<file path="src/rtl/rv32_dec_pkg.sv">
// RV32I decode: shared type codes, opcodes and control-word layout.
package rv32_dec_pkg;

    localparam int CWORD_W = 23;

    // Control-word field positions: {rs2, rs1, rd, fun7, fun3, type}
    localparam int CW_TYPE_LSB = 0;
    localparam int CW_FUN3_LSB = 4;
    localparam int CW_FUN7_BIT = 7;
    localparam int CW_RD_LSB   = 8;
    localparam int CW_RS1_LSB  = 13;
    localparam int CW_RS2_LSB  = 18;

    typedef enum logic [3:0] {
        T_LOAD    = 4'd0,
        T_IMM     = 4'd1,
        T_STORE   = 4'd2,
        T_REG     = 4'd3,
        T_LUI     = 4'd4,
        T_AUIPC   = 4'd5,
        T_BRANCH  = 4'd6,
        T_JALR    = 4'd7,
        T_JAL     = 4'd8,
        T_SYS     = 4'd9,
        T_ILLEGAL = 4'd15
    } itype_e;

    localparam logic [6:0] OP_LOAD     = 7'b0000011;
    localparam logic [6:0] OP_IMM      = 7'b0010011;
    localparam logic [6:0] OP_STORE    = 7'b0100011;
    localparam logic [6:0] OP_REG      = 7'b0110011;
    localparam logic [6:0] OP_LUI      = 7'b0110111;
    localparam logic [6:0] OP_AUIPC    = 7'b0010111;
    localparam logic [6:0] OP_BRANCH   = 7'b1100011;
    localparam logic [6:0] OP_JALR     = 7'b1100111;
    localparam logic [6:0] OP_JAL      = 7'b1101111;
    localparam logic [6:0] OP_MISC_MEM = 7'b0001111;
    localparam logic [6:0] OP_SYSTEM   = 7'b1110011;

    // Assemble the control word from a raw instruction and its final type.
    function automatic logic [CWORD_W-1:0] pack_cword(input logic [31:0] inst,
                                                      input itype_e    t);
        pack_cword = {inst[24:20], inst[19:15], inst[11:7], inst[30], inst[14:12], t};
    endfunction

endpackage

</file>
<file path="src/rtl/instr_dec_core.sv">
// Combinational RV32I decode: type, fields, immediate, illegal flag.
module instr_dec_core
    import rv32_dec_pkg::*;
#(
    parameter int XLEN   = 32,
    parameter bit EN_SYS = 1'b1
) (
    input  logic [31:0]         i_inst,
    output logic [CWORD_W-1:0]  o_cword,
    output logic [XLEN-1:0]     o_imm,
    output logic                o_illegal
);

    logic [6:0]         w_op;
    logic [2:0]         w_fun3;
    itype_e             w_base;
    itype_e             w_type;
    logic               w_bad;
    logic signed [31:0] w_imm32;

    assign w_op   = i_inst[6:0];
    assign w_fun3 = i_inst[14:12];

    // Opcode to base type, then reject encodings that are reserved within a type
    always_comb begin
        w_base = T_ILLEGAL;
        case (w_op)
            OP_LOAD:     w_base = T_LOAD;
            OP_IMM:      w_base = T_IMM;
            OP_STORE:    w_base = T_STORE;
            OP_REG:      w_base = T_REG;
            OP_LUI:      w_base = T_LUI;
            OP_AUIPC:    w_base = T_AUIPC;
            OP_BRANCH:   w_base = T_BRANCH;
            OP_JALR:     w_base = T_JALR;
            OP_JAL:      w_base = T_JAL;
            OP_MISC_MEM,
            OP_SYSTEM:   w_base = EN_SYS ? T_SYS : T_ILLEGAL;
            default:     w_base = T_ILLEGAL;
        endcase

        w_bad = (i_inst[1:0] != 2'b11);
        case (w_base)
            T_JALR:   if (w_fun3 != 3'b000) w_bad = 1'b1;
            T_BRANCH: if (w_fun3 == 3'b010 || w_fun3 == 3'b011) w_bad = 1'b1;
            T_LOAD:   if (w_fun3 == 3'b011 || w_fun3 == 3'b110 || w_fun3 == 3'b111) w_bad = 1'b1;
            T_STORE:  if (w_fun3 > 3'b010) w_bad = 1'b1;
            T_REG: begin
                if (i_inst[31:25] != 7'b0000000 && i_inst[31:25] != 7'b0100000) w_bad = 1'b1;
                // bit 30 only distinguishes SUB and SRA
                if (i_inst[30] && w_fun3 != 3'b000 && w_fun3 != 3'b101) w_bad = 1'b1;
            end
            default: ;
        endcase

        w_type = w_bad ? T_ILLEGAL : w_base;
    end

    // Immediate selected by the final type, so illegal words always carry zero
    always_comb begin
        w_imm32 = '0;
        case (w_type)
            T_LOAD, T_IMM, T_JALR, T_SYS:
                w_imm32 = {{20{i_inst[31]}}, i_inst[31:20]};
            T_STORE:
                w_imm32 = {{20{i_inst[31]}}, i_inst[31:25], i_inst[11:7]};
            T_BRANCH:
                w_imm32 = {{19{i_inst[31]}}, i_inst[31], i_inst[7], i_inst[30:25], i_inst[11:8], 1'b0};
            T_LUI, T_AUIPC:
                w_imm32 = {i_inst[31:12], 12'b0};
            T_JAL:
                w_imm32 = {{11{i_inst[31]}}, i_inst[31], i_inst[19:12], i_inst[20], i_inst[30:21], 1'b0};
            default:
                w_imm32 = '0;
        endcase
    end

    assign o_cword   = pack_cword(i_inst, w_type);
    assign o_imm     = XLEN'(w_imm32);
    assign o_illegal = (w_type == T_ILLEGAL);

endmodule

</file>
<file path="src/rtl/instr_dec_stage.sv">
// Registered RV32I decode stage with valid/ready, optional skid entry and flush.
module instr_dec_stage
    import rv32_dec_pkg::*;
#(
    parameter int XLEN   = 32,
    parameter bit SKID   = 1'b1,
    parameter bit EN_SYS = 1'b1
) (
    input  logic                clk,
    input  logic                rst,
    input  logic                flush,
    input  logic                in_valid,
    output logic                in_ready,
    input  logic [31:0]         in_inst,
    input  logic [XLEN-1:0]     in_pc,
    output logic                out_valid,
    input  logic                out_ready,
    output logic [CWORD_W-1:0]  out_cword,
    output logic [XLEN-1:0]     out_imm,
    output logic [XLEN-1:0]     out_pc,
    output logic                out_illegal
);

    logic [CWORD_W-1:0] w_cword;
    logic [XLEN-1:0]    w_imm;
    logic               w_illegal;
    logic               w_in_xfer;
    logic               w_out_xfer;

    logic               r_out_valid;
    logic [CWORD_W-1:0] r_out_cword;
    logic [XLEN-1:0]    r_out_imm;
    logic [XLEN-1:0]    r_out_pc;
    logic               r_out_ill;

    instr_dec_core #(.XLEN(XLEN), .EN_SYS(EN_SYS)) u_core (
        .i_inst    (in_inst),
        .o_cword   (w_cword),
        .o_imm     (w_imm),
        .o_illegal (w_illegal)
    );

    assign w_in_xfer  = in_valid & in_ready;
    assign w_out_xfer = r_out_valid & out_ready;

    generate
        if (SKID) begin : g_skid
            logic               r_skid_full;
            logic [CWORD_W-1:0] r_skid_cword;
            logic [XLEN-1:0]    r_skid_imm;
            logic [XLEN-1:0]    r_skid_pc;
            logic               r_skid_ill;
            logic               r_in_ready;

            // in_ready mirrors !skid_full but lives in its own flop so it has no comb path
            assign in_ready = r_in_ready;

            // Output register refills from skid first, then from the decoder; skid catches stalls
            always_ff @(posedge clk) begin
                if (rst) begin
                    r_out_valid  <= 1'b0;
                    r_out_cword  <= '0;
                    r_out_imm    <= '0;
                    r_out_pc     <= '0;
                    r_out_ill    <= 1'b0;
                    r_skid_full  <= 1'b0;
                    r_skid_cword <= '0;
                    r_skid_imm   <= '0;
                    r_skid_pc    <= '0;
                    r_skid_ill   <= 1'b0;
                    r_in_ready   <= 1'b1;
                end else if (flush) begin
                    r_out_valid <= 1'b0;
                    r_skid_full <= 1'b0;
                    r_in_ready  <= 1'b1;
                end else if (w_out_xfer || !r_out_valid) begin
                    if (r_skid_full) begin
                        // skid full implies in_ready=0, so no new input competes here
                        r_out_valid <= 1'b1;
                        r_out_cword <= r_skid_cword;
                        r_out_imm   <= r_skid_imm;
                        r_out_pc    <= r_skid_pc;
                        r_out_ill   <= r_skid_ill;
                        r_skid_full <= 1'b0;
                        r_in_ready  <= 1'b1;
                    end else if (w_in_xfer) begin
                        r_out_valid <= 1'b1;
                        r_out_cword <= w_cword;
                        r_out_imm   <= w_imm;
                        r_out_pc    <= in_pc;
                        r_out_ill   <= w_illegal;
                    end else begin
                        r_out_valid <= 1'b0;
                    end
                end else if (w_in_xfer) begin
                    r_skid_full  <= 1'b1;
                    r_skid_cword <= w_cword;
                    r_skid_imm   <= w_imm;
                    r_skid_pc    <= in_pc;
                    r_skid_ill   <= w_illegal;
                    r_in_ready   <= 1'b0;
                end
            end
        end else begin : g_noskid
            assign in_ready = !r_out_valid | out_ready;

            // Single pipeline register: load on input transfer, empty on drain
            always_ff @(posedge clk) begin
                if (rst) begin
                    r_out_valid <= 1'b0;
                    r_out_cword <= '0;
                    r_out_imm   <= '0;
                    r_out_pc    <= '0;
                    r_out_ill   <= 1'b0;
                end else if (flush) begin
                    r_out_valid <= 1'b0;
                end else if (w_in_xfer) begin
                    r_out_valid <= 1'b1;
                    r_out_cword <= w_cword;
                    r_out_imm   <= w_imm;
                    r_out_pc    <= in_pc;
                    r_out_ill   <= w_illegal;
                end else if (w_out_xfer) begin
                    r_out_valid <= 1'b0;
                end
            end
        end
    endgenerate

    assign out_valid   = r_out_valid;
    assign out_cword   = r_out_cword;
    assign out_imm     = r_out_imm;
    assign out_pc      = r_out_pc;
    assign out_illegal = r_out_ill;

endmodule
</file>
<file path="config.mk">
export PLATFORM = sky130hd
export DESIGN_NAME = instr_dec_stage
export DESIGN_NICKNAME = d
export VERILOG_FILES = /design/src/rtl/rv32_dec_pkg.sv /design/src/rtl/instr_dec_core.sv /design/src/rtl/instr_dec_stage.sv
export SDC_FILE = /design/constraint.sdc
export NUM_CORES = 1
export LEC_CHECK = 0
export ABC_AREA = 1
export CAP_MARGIN = 10
export CELL_PAD_IN_SITES_DETAIL_PLACEMENT = 2
export CELL_PAD_IN_SITES_GLOBAL_PLACEMENT = 2
export CORE_MARGIN = 2
export CORE_UTILIZATION = 35
export DETAILED_ROUTE_END_ITERATION = 16
export DONT_BUFFER_PORTS = 1
export PLACE_DENSITY_LB_ADDON = 0.1
export RECOVER_POWER = 25
export SETUP_SLACK_MARGIN = 0.2
export SKIP_CTS_REPAIR_TIMING = 1
export SLEW_MARGIN = 25
export SYNTH_ARGS = -nofsm -noshare
export SYNTH_HDL_FRONTEND = slang
export SYNTH_SLANG_ARGS = --single-unit
export TNS_END_PERCENT = 20
</file>
<file path="constraint.sdc">
create_clock -name clk -period 2.6 [get_ports clk]
set_input_delay 0.39 -clock clk [delete_from_list [all_inputs] [get_ports clk]]
set_output_delay 0.39 -clock clk [all_outputs]
set_load 0.01 [all_outputs]
</file>
# Word-level counts from Yosys, hierarchy flattened
# Cells that the tools add are included.
totals:
  ff_bits: 179
  out_inout_bits: 90
classes:
  n_lt_le_gt_ge: 1
  n_eq_ne: 32
  n_mux: 23
  bitwise: 4
  reduce_logical: 22
ops:
  columns: ["cell", "count"]
  rows:
  - ["$pmux 32 s5", 1]
  - ["$mux 32", 4]
  - ["$mux 23", 2]
  - ["$pmux 4 s10", 1]
  - ["$eq 7x7->1 const B", 4]
  - ["$eq 4x3->1 const B", 6]
  - ["$eq 7x6->1 const B", 3]
  - ["$eq 7x5->1 const B", 2]
  - ["$mux 1", 13]
  - ["$eq 4x2->1 const B", 3]
  - ["$eq 4x4->1 const B", 3]
  - ["$logic_not 4->1", 2]
  - ["$eq 7x2->1 const B", 1]
  - ["$eq 7x4->1 const B", 1]
  - ["$ne 7x6->1 const B", 1]
  - ["$reduce_bool 7->1", 1]
  - ["$eq 3x2->1 const B", 2]
  - ["$eq 3x3->1 const B", 2]
  - ["$reduce_and 3->1", 2]
  - ["$reduce_or 2->1", 3]
  - ["$pmux 1 s5", 1]
  - ["$eq 4x1->1 const B", 1]
  - ["$logic_or 1x1->1", 4]
  - ["$mux 4", 1]
  - ["12 further kinds", 18]

# Logic depth before layout (Yosys ltp)
# Gate-level depths: netlist of run 1.
logic_depth:
  depth_word: 11
  mapped_depth: 20
  ltp_nobuf: 18

# By module
# A second synthesis of run 1 with hierarchy kept.
unflattened:
  cells_unflattened: 1613
  hier_area_um2: 9624.2
modules_own_cells:
  columns: ["module", "n_inst", "cells_each", "area_each_um2", "seq_area_each_um2"]
  rows:
  - ["instr_dec_stage", 1, 1340, 8257.9, 3583.4]
  - ["instr_dec_core", 1, 273, 1366.3, 0.0]

# Least setup slack after synthesis of run 1
# No wires, ideal clock.
synth_path:
  path_type: "input -> register"
  start: "input in_inst[0]"
  end: "register g_skid.r_skid_imm[30]"
  setup_ns: 0.109
  t_arrival_ns: 2.109
  required_time_ns: 2.491
  path_slack_ns: 0.382
  cell_stages: 16
  path_cell_list: "nand2_2 nor3_4 nand2_4 nand2_4 inv_2 nand3_2 nand2_2 nor2_2 nand2_1 nand3_4 and2_1 buf_6 buf_6 nand3_2 nand2_1 inv_1"
synth_via:
  elab_chain_len: 9
synth_lines:
  columns: ["item", "line", "text"]
  rows:
  - ["from (decl)", "instr_dec_stage.sv:14", "input logic [31:0] in_inst,"]
  - ["$eq 7x4->1 or $eq 7x7->1 (tied branches)", "instr_dec_core.sv:27", "case (w_op)"]
  - ["$reduce_or 2->1", "instr_dec_core.sv:27", null]
  - ["$pmux 4 s10", "instr_dec_core.sv:27", null]
  - ["$eq 4x2->1, or another cell as far along", "instr_dec_core.sv:43", "case (w_base)"]
  - ["$pmux 1 s5", "instr_dec_core.sv:43", null]
  - ["$mux 4 *", "instr_dec_core.sv:56", "w_type = w_bad ? T_ILLEGAL : w_base;"]
  - ["$eq 4x1->1, or another cell as far along", "instr_dec_core.sv:62", "case (w_type)"]
  - ["$reduce_or 4->1 or $reduce_or 2->1 (tied branches)", "instr_dec_core.sv:62", null]
  - ["$pmux 32 s5 *", "instr_dec_core.sv:62", null]
  - ["to (signal assigned)", "instr_dec_stage.sv:98", "r_skid_imm <= w_imm;"]
  - ["to (decl)", "instr_dec_stage.sv:50", "logic [XLEN-1:0] r_skid_imm;"]
# Mark *: on every way between the ends. The rest lies on a longest branch, timed or not.
# A chain may end at the register's enable or synchronous reset.

# Final worst setup path of run 1
layout_path:
  start: "input in_inst[0]"
  end: "register g_skid.r_skid_imm[27]"
# Same word-level chain as after synthesis.

==> impl_metrics.json, run 1 <==
{
  "finish.net_count": 1189,
  "period_minus_slack_ns": 2.079,
  "drt_iter0_drc": 385,
  "power.density_cell_area_nw_per_um2": 651.4,
  "cts_buffer_depth": 2,
  "path_buf_inv": 4,
  "cp_data_arrival_time_ns": 2.42,
  "fin_setup_tns_ns": 0,
  "yosysWarningCount": 0,
  "grt_antenna_before_repair": 0,
  "postRouteWirelength_um": 28710,
  "io_buffers": 0,
  "timing_worst_slew_pin_value_ns": 0.6903,
  "pin_count": 159,
  "clock_network_latency_to_the_later_pin_of_the_worst_skew_pair_ns": 0.44,
  "mappedNetlistArea_sq_um": 8120,
  "critical_path.reg2reg.endpoint": "g_skid.r_skid_imm[2]$_SDFFE_PP0P_",
  "clock.fmax_ghz": 0.4809,
  "rows": 55,
  "synthTopCellsByArea": "dfxtp_1 44%, nand2_1 11%, o21ai_0 7.5%, a21oi_1 6.0%, nor2_1 5.8%",
  "syn-instance-count": 1166,
  "fillers": 2706,
  "route.detailed.vias_per_inst": 5.477,
  "path_cells": "nand2_2, inv_2, nand2_1, nor2_1, inv_1, o21ai_0, nor2_1, nand2_2, nor2_2, nand2_1, nand3_4, and2_1, buf_12, nand3_2, nand2_1, inv_1",
  "dpl.hpwl_um": 18780,
  "firstDrtPassIters": 4,
  "ys.flop_type": "dfxtp_1",
  "critPathCaptureType": "register",
  "timing.critical_path.slowest_cell_delay_ns": 0.19,
  "synth_top_area_share_pct": 44.13,
  "grt_use_total_pct": 23.69,
  "hp-class": "primary input to register",
  "syn-num-nets": 1235,
  "worstHoldEndpoint": "out_imm[2]$_SDFFE_PP0P_",
  "status": "finished clean",
  "synthTopCellsByCount": "245 x nand2_1, 179 x dfxtp_1, 125 x nor2_1",
  "maximum_number_of_pins_on_one_net_before_global_route_repair": 116,
  "layout-area-overhead-vs-synth_pct": 10.83,
  "multiInputGateArea_sq_um": 3781,
  "period_utilisation_layout_pct": 79.98,
  "final_antenna_net_count": 0,
  "final_layout_size_suffix_gt1_share_pct": 8.297,
  "crit_fanout": 19,
  "worst_hold_startpoint": "rst",
  "dr_total_vias": 7767,
  "timing.critical_path.slowest_stage_cell": "nor2_2",
  "drcViolationCount": 0,
  "clk_pin_slew_worst_paths_ns": 0.08,
  "rr_startpoint": "out_valid$_SDFFE_PP0P_",
  "wl_per_cell_um": 20.24,
  "power.static_leakage_nw": 3.854,
  "cell_family_contributing_the_most_delay_on_the_critical_path": "simple AND/OR/NAND/NOR gates",
  "cp_common_cell": "nand2_1",
  "cts_buffers": 17,
  "hold_viol": 0,
  "max_slew_margin_pct": 53.91,
  "routabilityCongestion": 0.8967,
  "synth.lib_cells_used.distinct": 29,
  "post_synth_edffs": 0,
  "total_gr_overflow": 0,
  "cts-htree-levels": 4,
  "finalClockSkew_ns": 0.01441,
  "timing.reg2reg.worst_path_depth": 10,
  "syn_area_per_cell_sq_um": 6.964,
  "antenna_cells_inserted": 0,
  "cts_root_buffer": "clkbuf_16",
  "rsz0062_at_grt": "false",
  "cts_tree": "done",
  "synth-seq-area-share_pct": 44.13,
  "cell_depth_of_the_worst_hold_path": 1,
  "timing.setup.critical_path_class": "primary input to register",
  "yosysTopAreaCell": "dfxtp_1",
  "fp.coreArea_sq_um": 22710,
  "fp.dieH_um": 156.3,
  "yosys_register_bits": 179,
  "grt_pass1_wl_um": 45750,
  "timing.critical_path.from_type": "primary input",
  "die_w_um": 156.3,
  "worst-r2r-setup-slack_ns": 0.55,
  "power_mw": 5.863,
  "cp_data_required_time_ns": 2.94,
  "grt_pass1_vias": 8235,
  "synth-async-reset-ratio_pct": 0,
  "setup_viol": 0,
  "initial_util_pct": 35.76,
  "sequential_cell_area_sq_um": 3585,
  "cap_violations": 0,
  "final_max_slew_viol_count": 0,
  "max-vdd-ir-drop_uv": 340.2,
  "yosys.cell_count.top_type": "nand2_1",
  "design.die.area_sq_um": 24440,
  "clock_sink_count": 179
}
[cells by family after synthesis]
logic type             Yosys count  synth area share (%)
AND/OR/NAND/NOR                491                 26.44
AO/OA/AOI/OAI                  297                 19.97
flip-flops                     179                 44.13
buffers and inverters          199                 9.461
[metrics by stage]
step / hold WS (ns) / std cells / utilization (%) / area [sq um] / setup slack [ns]
after floorplan: 0.4475 / 1166 / - / 8120 / 0.3819
after global placement: 0.4582 / 1386 / 37.04 / 8411 / 0.2375
after detailed placement: 0.4661 / 1386 / 37.04 / 8411 / 0.09661
after CTS: 0.008712 / 1418 / 39.63 / 9000 / 0.4859
after global routing: 0.007214 / 1418 / 39.63 / 9000 / 0.2691
final: 0.02468 / 1418 / 39.63 / 9000 / 0.5206
[how the worst max path moves through the flow]
stage                                start                                  to  cells past startpoint
global route        out_valid$_SDFFE_PP0P_   g_skid.r_skid_imm[2]$_SDFFE_PP0P_                     10
finish                          in_inst[0]  g_skid.r_skid_imm[27]$_SDFFE_PP0P_                     16
detailed placement              in_inst[0]  g_skid.r_skid_imm[19]$_SDFFE_PP0P_                     16
floorplan                       in_inst[0]  g_skid.r_skid_imm[30]$_SDFFE_PP0P_                     16
CTS                 out_valid$_SDFFE_PP0P_   g_skid.r_skid_imm[2]$_SDFFE_PP0P_                     10
global placement                in_inst[0]  g_skid.r_skid_imm[13]$_SDFFE_PP0P_                     15
[registers in the layout, indices dropped and copies added, names as in the netlist]
register and count:
g_skid.r_skid_imm 32, g_skid.r_skid_pc 32, out_imm 32, out_pc 32, g_skid.r_skid_cword 23, out_cword 23
g_skid.r_skid_full 1, g_skid.r_skid_ill 1, in_ready 1, out_illegal 1, out_valid 1
[where the power goes]
| part | internal, mW | switching [mW] | leakage [nW] |
|---|---|---|---|
| logic | 0.114 | 0.235 | 2.11 |
| clock network | 1.29 | 1.31 | 0.286 |
| registers | 2.83 | 0.0913 | 1.45 |
| total | 4.23 | 1.63 | 3.85 |
[area by class of cell]
class,count,area share (%)
clock buffers,17,4.727
clock inverters,15,1.821
inverters,115,4.810
multi-input cells,788,42.01
flip-flops and latches,179,39.83
well taps,285,3.962
repair buffers,19,2.836
[placed cells by master, fill, tap and decap left out, drive strengths merged]
cell type,netlist,final
a31oi,51,51
clkinv,2,7
nand4,25,25
nor3,5,5
dfxtp,179,179
nand2,251,251
o211ai,16,16
and2,1,1
o21ai,123,123
inv,113,122
nand3,77,77
nor2,132,132
a211oi,1,1
o2111ai,7,7
a21oi,98,98
clkbuf,71,17
o21a,1,1
buf,13,19
clkinvlp,0,1
[metal layers]
| layer | track usage (%) | part of all wire [%] | routed length (um) | vias up |
|---|---|---|---|---|
| met2 | 40.47 | 48 | 13690 | 140 |
| li1 | - | - | - | 3754 |
| met1 | 29.38 | 45 | 12930 | 3840 |
| met3 | 6.286 | 5.5 | 1592 | 33 |
| met5 | 0 | 0 | 0 | - |
| met4 | 6.684 | 1.7 | 493 | 0 |
No activity file was read; power rests on OpenSTA's default activity.
==> run 2, diff against run 1 <==
- ABC_AREA: 1 -> 0
- CORE_UTILIZATION: 35 -> 33
- clock period: 2.6 -> 1.75 ns (I/O delays scaled with it)
==> run 2 against run 1 <==
  * Largest cell class unchanged
  * First-iteration DRC count is 24% lower
  * Cell area is 9.3% higher
  * Cell count is 12% lower
  * The flow now finishes with violations (negative hold slack, negative setup slack)
==> impl_metrics.json, run 2 <==
{
  "timing.setup.critical_path_class": "primary input to register",
  "yosys_register_bits": 179,
  "worst-r2r-setup-slack_ns": 0.01,
  "power.static_leakage_nw": 3.124,
  "fin_setup_tns_ns": -1.063,
  "cp_data_arrival_time_ns": 2.19,
  "mappedNetlistArea_sq_um": 7699,
  "cts_buffers": 17,
  "drt_iter0_drc": 293,
  "synth_top_area_share_pct": 46.55,
  "io_buffers": 0,
  "clk_pin_slew_worst_paths_ns": 0.08,
  "fp.coreArea_sq_um": 22780,
  "max-vdd-ir-drop_uv": 581.0,
  "route.detailed.vias_per_inst": 5.585,
  "maximum_number_of_pins_on_one_net_before_global_route_repair": 187,
  "timing.critical_path.slowest_stage_cell": "a2111oi_4",
  "rows": 55,
  "routabilityCongestion": 0.7958,
  "timing.critical_path.from_type": "primary input",
  "final_antenna_net_count": 0,
  "worst_hold_startpoint": "rst",
  "cts-htree-levels": 4,
  "path_buf_inv": 1,
  "syn_area_per_cell_sq_um": 8.507,
  "synthTopCellsByArea": "dfxtp_1 47%, nand2_1 7.4%, mux2i_1 6.6%, a211oi_1 6.4%, nor2_1 5.2%",
  "grt_antenna_before_repair": 0,
  "critPathCaptureType": "register",
  "post_layout_inst_area_sq_um": 9841,
  "wl_per_cell_um": 23.01,
  "final_layout_size_suffix_gt1_share_pct": 24.95,
  "die_w_um": 156.7,
  "cap_violations": 0,
  "power.density_cell_area_nw_per_um2": 943.4,
  "clock_network_latency_to_the_later_pin_of_the_worst_skew_pair_ns": 0.44,
  "postRouteWirelength_um": 28690,
  "cts_buffer_depth": 2,
  "initial_util_pct": 33.80,
  "syn-instance-count": 905,
  "cp_data_required_time_ns": 2.06,
  "fp.dieH_um": 156.7,
  "crit_fanout": 8,
  "firstDrtPassIters": 4,
  "rsz0062_at_grt": "true",
  "finalClockSkew_ns": 0.01790,
  "grt_pass1_wl_um": 41310,
  "pin_count": 159,
  "timing.critical_path.slowest_cell_delay_ns": 0.41,
  "hp-class": "primary input to register",
  "place_inst": 1194,
  "finish.net_count": 990,
  "layout.cells.most_common_list": "178 x dfxtp_1, 145 x nand2_1, 88 x nor2_1, 70 x a21oi_1, 51 x mux2i_1",
  "period_minus_slack_ns": 1.880,
  "drcViolationCount": 0,
  "cts_tree": "done",
  "dp_slack_ns": -0.5394,
  "hold-worst-slack_ns": -0.1089,
  "cts_root_buffer": "clkbuf_16",
  "placed_cell_area_sq_um": 8358,
  "hold_viol": 95,
  "dpl.hpwl_um": 17830,
  "ys.flop_type": "dfxtp_1",
  "period_utilisation_layout_pct": 107.4,
  "layout-area-overhead-vs-synth_pct": 27.82,
  "yosysTopAreaCell": "dfxtp_1",
  "cell_family_contributing_the_most_delay_on_the_critical_path": "compound AO/OA/AOI/OAI gates",
  "synth-async-reset-ratio_pct": 0,
  "yosys.cell_count.top_type": "dfxtp_1",
  "fillers": 2419,
  "crit_start": "in_inst[4]",
  "synth.lib_cells_used.distinct": 52,
  "post_synth_edffs": 0,
  "synth-seq-area-share_pct": 46.55,
  "path_cells": "nand3b_4, or3_4, and3_4, o32ai_4, o22ai_2, a2111oi_4, buf_4, a221oi_2",
  "timing_worst_slew_pin_value_ns": 0.4948,
  "clock_sink_count": 179,
  "post-route-worst-setup-slack_ns": -0.1297,
  "setup_viol": 13,
  "synthTopCellsByCount": "179 x dfxtp_1, 151 x nand2_1, 106 x nor2_1",
  "antenna_cells_inserted": 0,
  "status": "finished with violations",
  "dr_total_vias": 6965,
  "post_layout_nonfiller_instances": 1247,
  "syn-num-nets": 974,
  "max_slew_margin_pct": 66.67,
  "violated_checks": "negative hold slack, negative setup slack",
  "clock.fmax_ghz": 0.5320,
  "yosysWarningCount": 0,
  "final_max_slew_viol_count": 0,
  "rr_startpoint": "out_valid$_SDFFE_PP0P_",
  "grt_use_total_pct": 21.61,
  "grt_pass1_vias": 7487,
  "design.die.area_sq_um": 24570,
  "total_gr_overflow": 0,
  "final_common_cell": "dfxtp_1"
}
## run 2: worst paths after layout
| kind | depth (start not counted) | to |
|---|---|---|
| setup / recovery | 8 | out_imm[26]$_SDFFE_PP0P_ |
| hold / removal | 1 | out_imm[25]$_SDFFE_PP0P_ |
| setup reg to reg | 9 | out_imm[14]$_SDFFE_PP0P_ |
| hold reg to reg | 2 | g_skid.r_skid_imm[6]$_SDFFE_PP0P_ |
## run 2: power by group
part / total, mW / switching (mW) / leakage [nW] / internal (mW)
clock network: 4.11 / 1.79 / 0.296 / 2.33
logic: 0.772 / 0.414 / 1.37 / 0.358
registers: 4.40 / 0.179 / 1.46 / 4.22
## run 2: kinds of logic after synthesis
kind of cell | after synthesis | share of synthesized area (%)
muxes | 51 | 6.631
xor gates and xnor gates | 1 | 0.1138
DFF | 179 | 46.55
AOI/OAI and AO/OA | 259 | 23.71
and+or+nand+nor | 327 | 18.41
buffers and inverters | 88 | 4.583
## run 2: area by class of cell
class | count | area [sq um] | area share [%]
inverter | 5 | 18.77 | 0.1907
clock buffer | 20 | 446.7 | 4.539
multi-input combinational | 638 | 4347 | 44.17
sequential | 179 | 3587 | 36.45
timing repair buffer | 80 | 882.1 | 8.964
tap | 313 | 391.6 | 3.980
clock inverter | 12 | 167.7 | 1.704
## run 2: per-stage QoR
stage / util [%] / power [mW] / hold WS (ns)
global placement: 36.69 / 5.071 / 0.3334
global route: 43.20 / 9.666 / -0.1363
floorplan: - / 4.934 / 0.3410
detailed placement: 36.69 / 5.114 / 0.3384
finish: 43.20 / 9.284 / -0.1089
CTS: 39.39 / 9.225 / -0.1369
## run 2: worst register-to-register path, cell delays in order (launching register included)
cell	delay (ns)
dfxtp_1	0.33
nor2b_4	0.14
buf_6	0.12
nor3_4	0.30
buf_6	0.17
buf_8	0.14
buf_4	0.12
o21ai_2	0.04
a21boi_1	0.12
a311oi_1	0.18
## run 2: layer usage
layer	GRT usage, %	vias up	routed length, um
met1	25.35	3511	12040
met3	7.283	30	1776
met2	37.51	152	14370
met5	0	-	0
li1	-	3272	-
met4	5.941	0	500
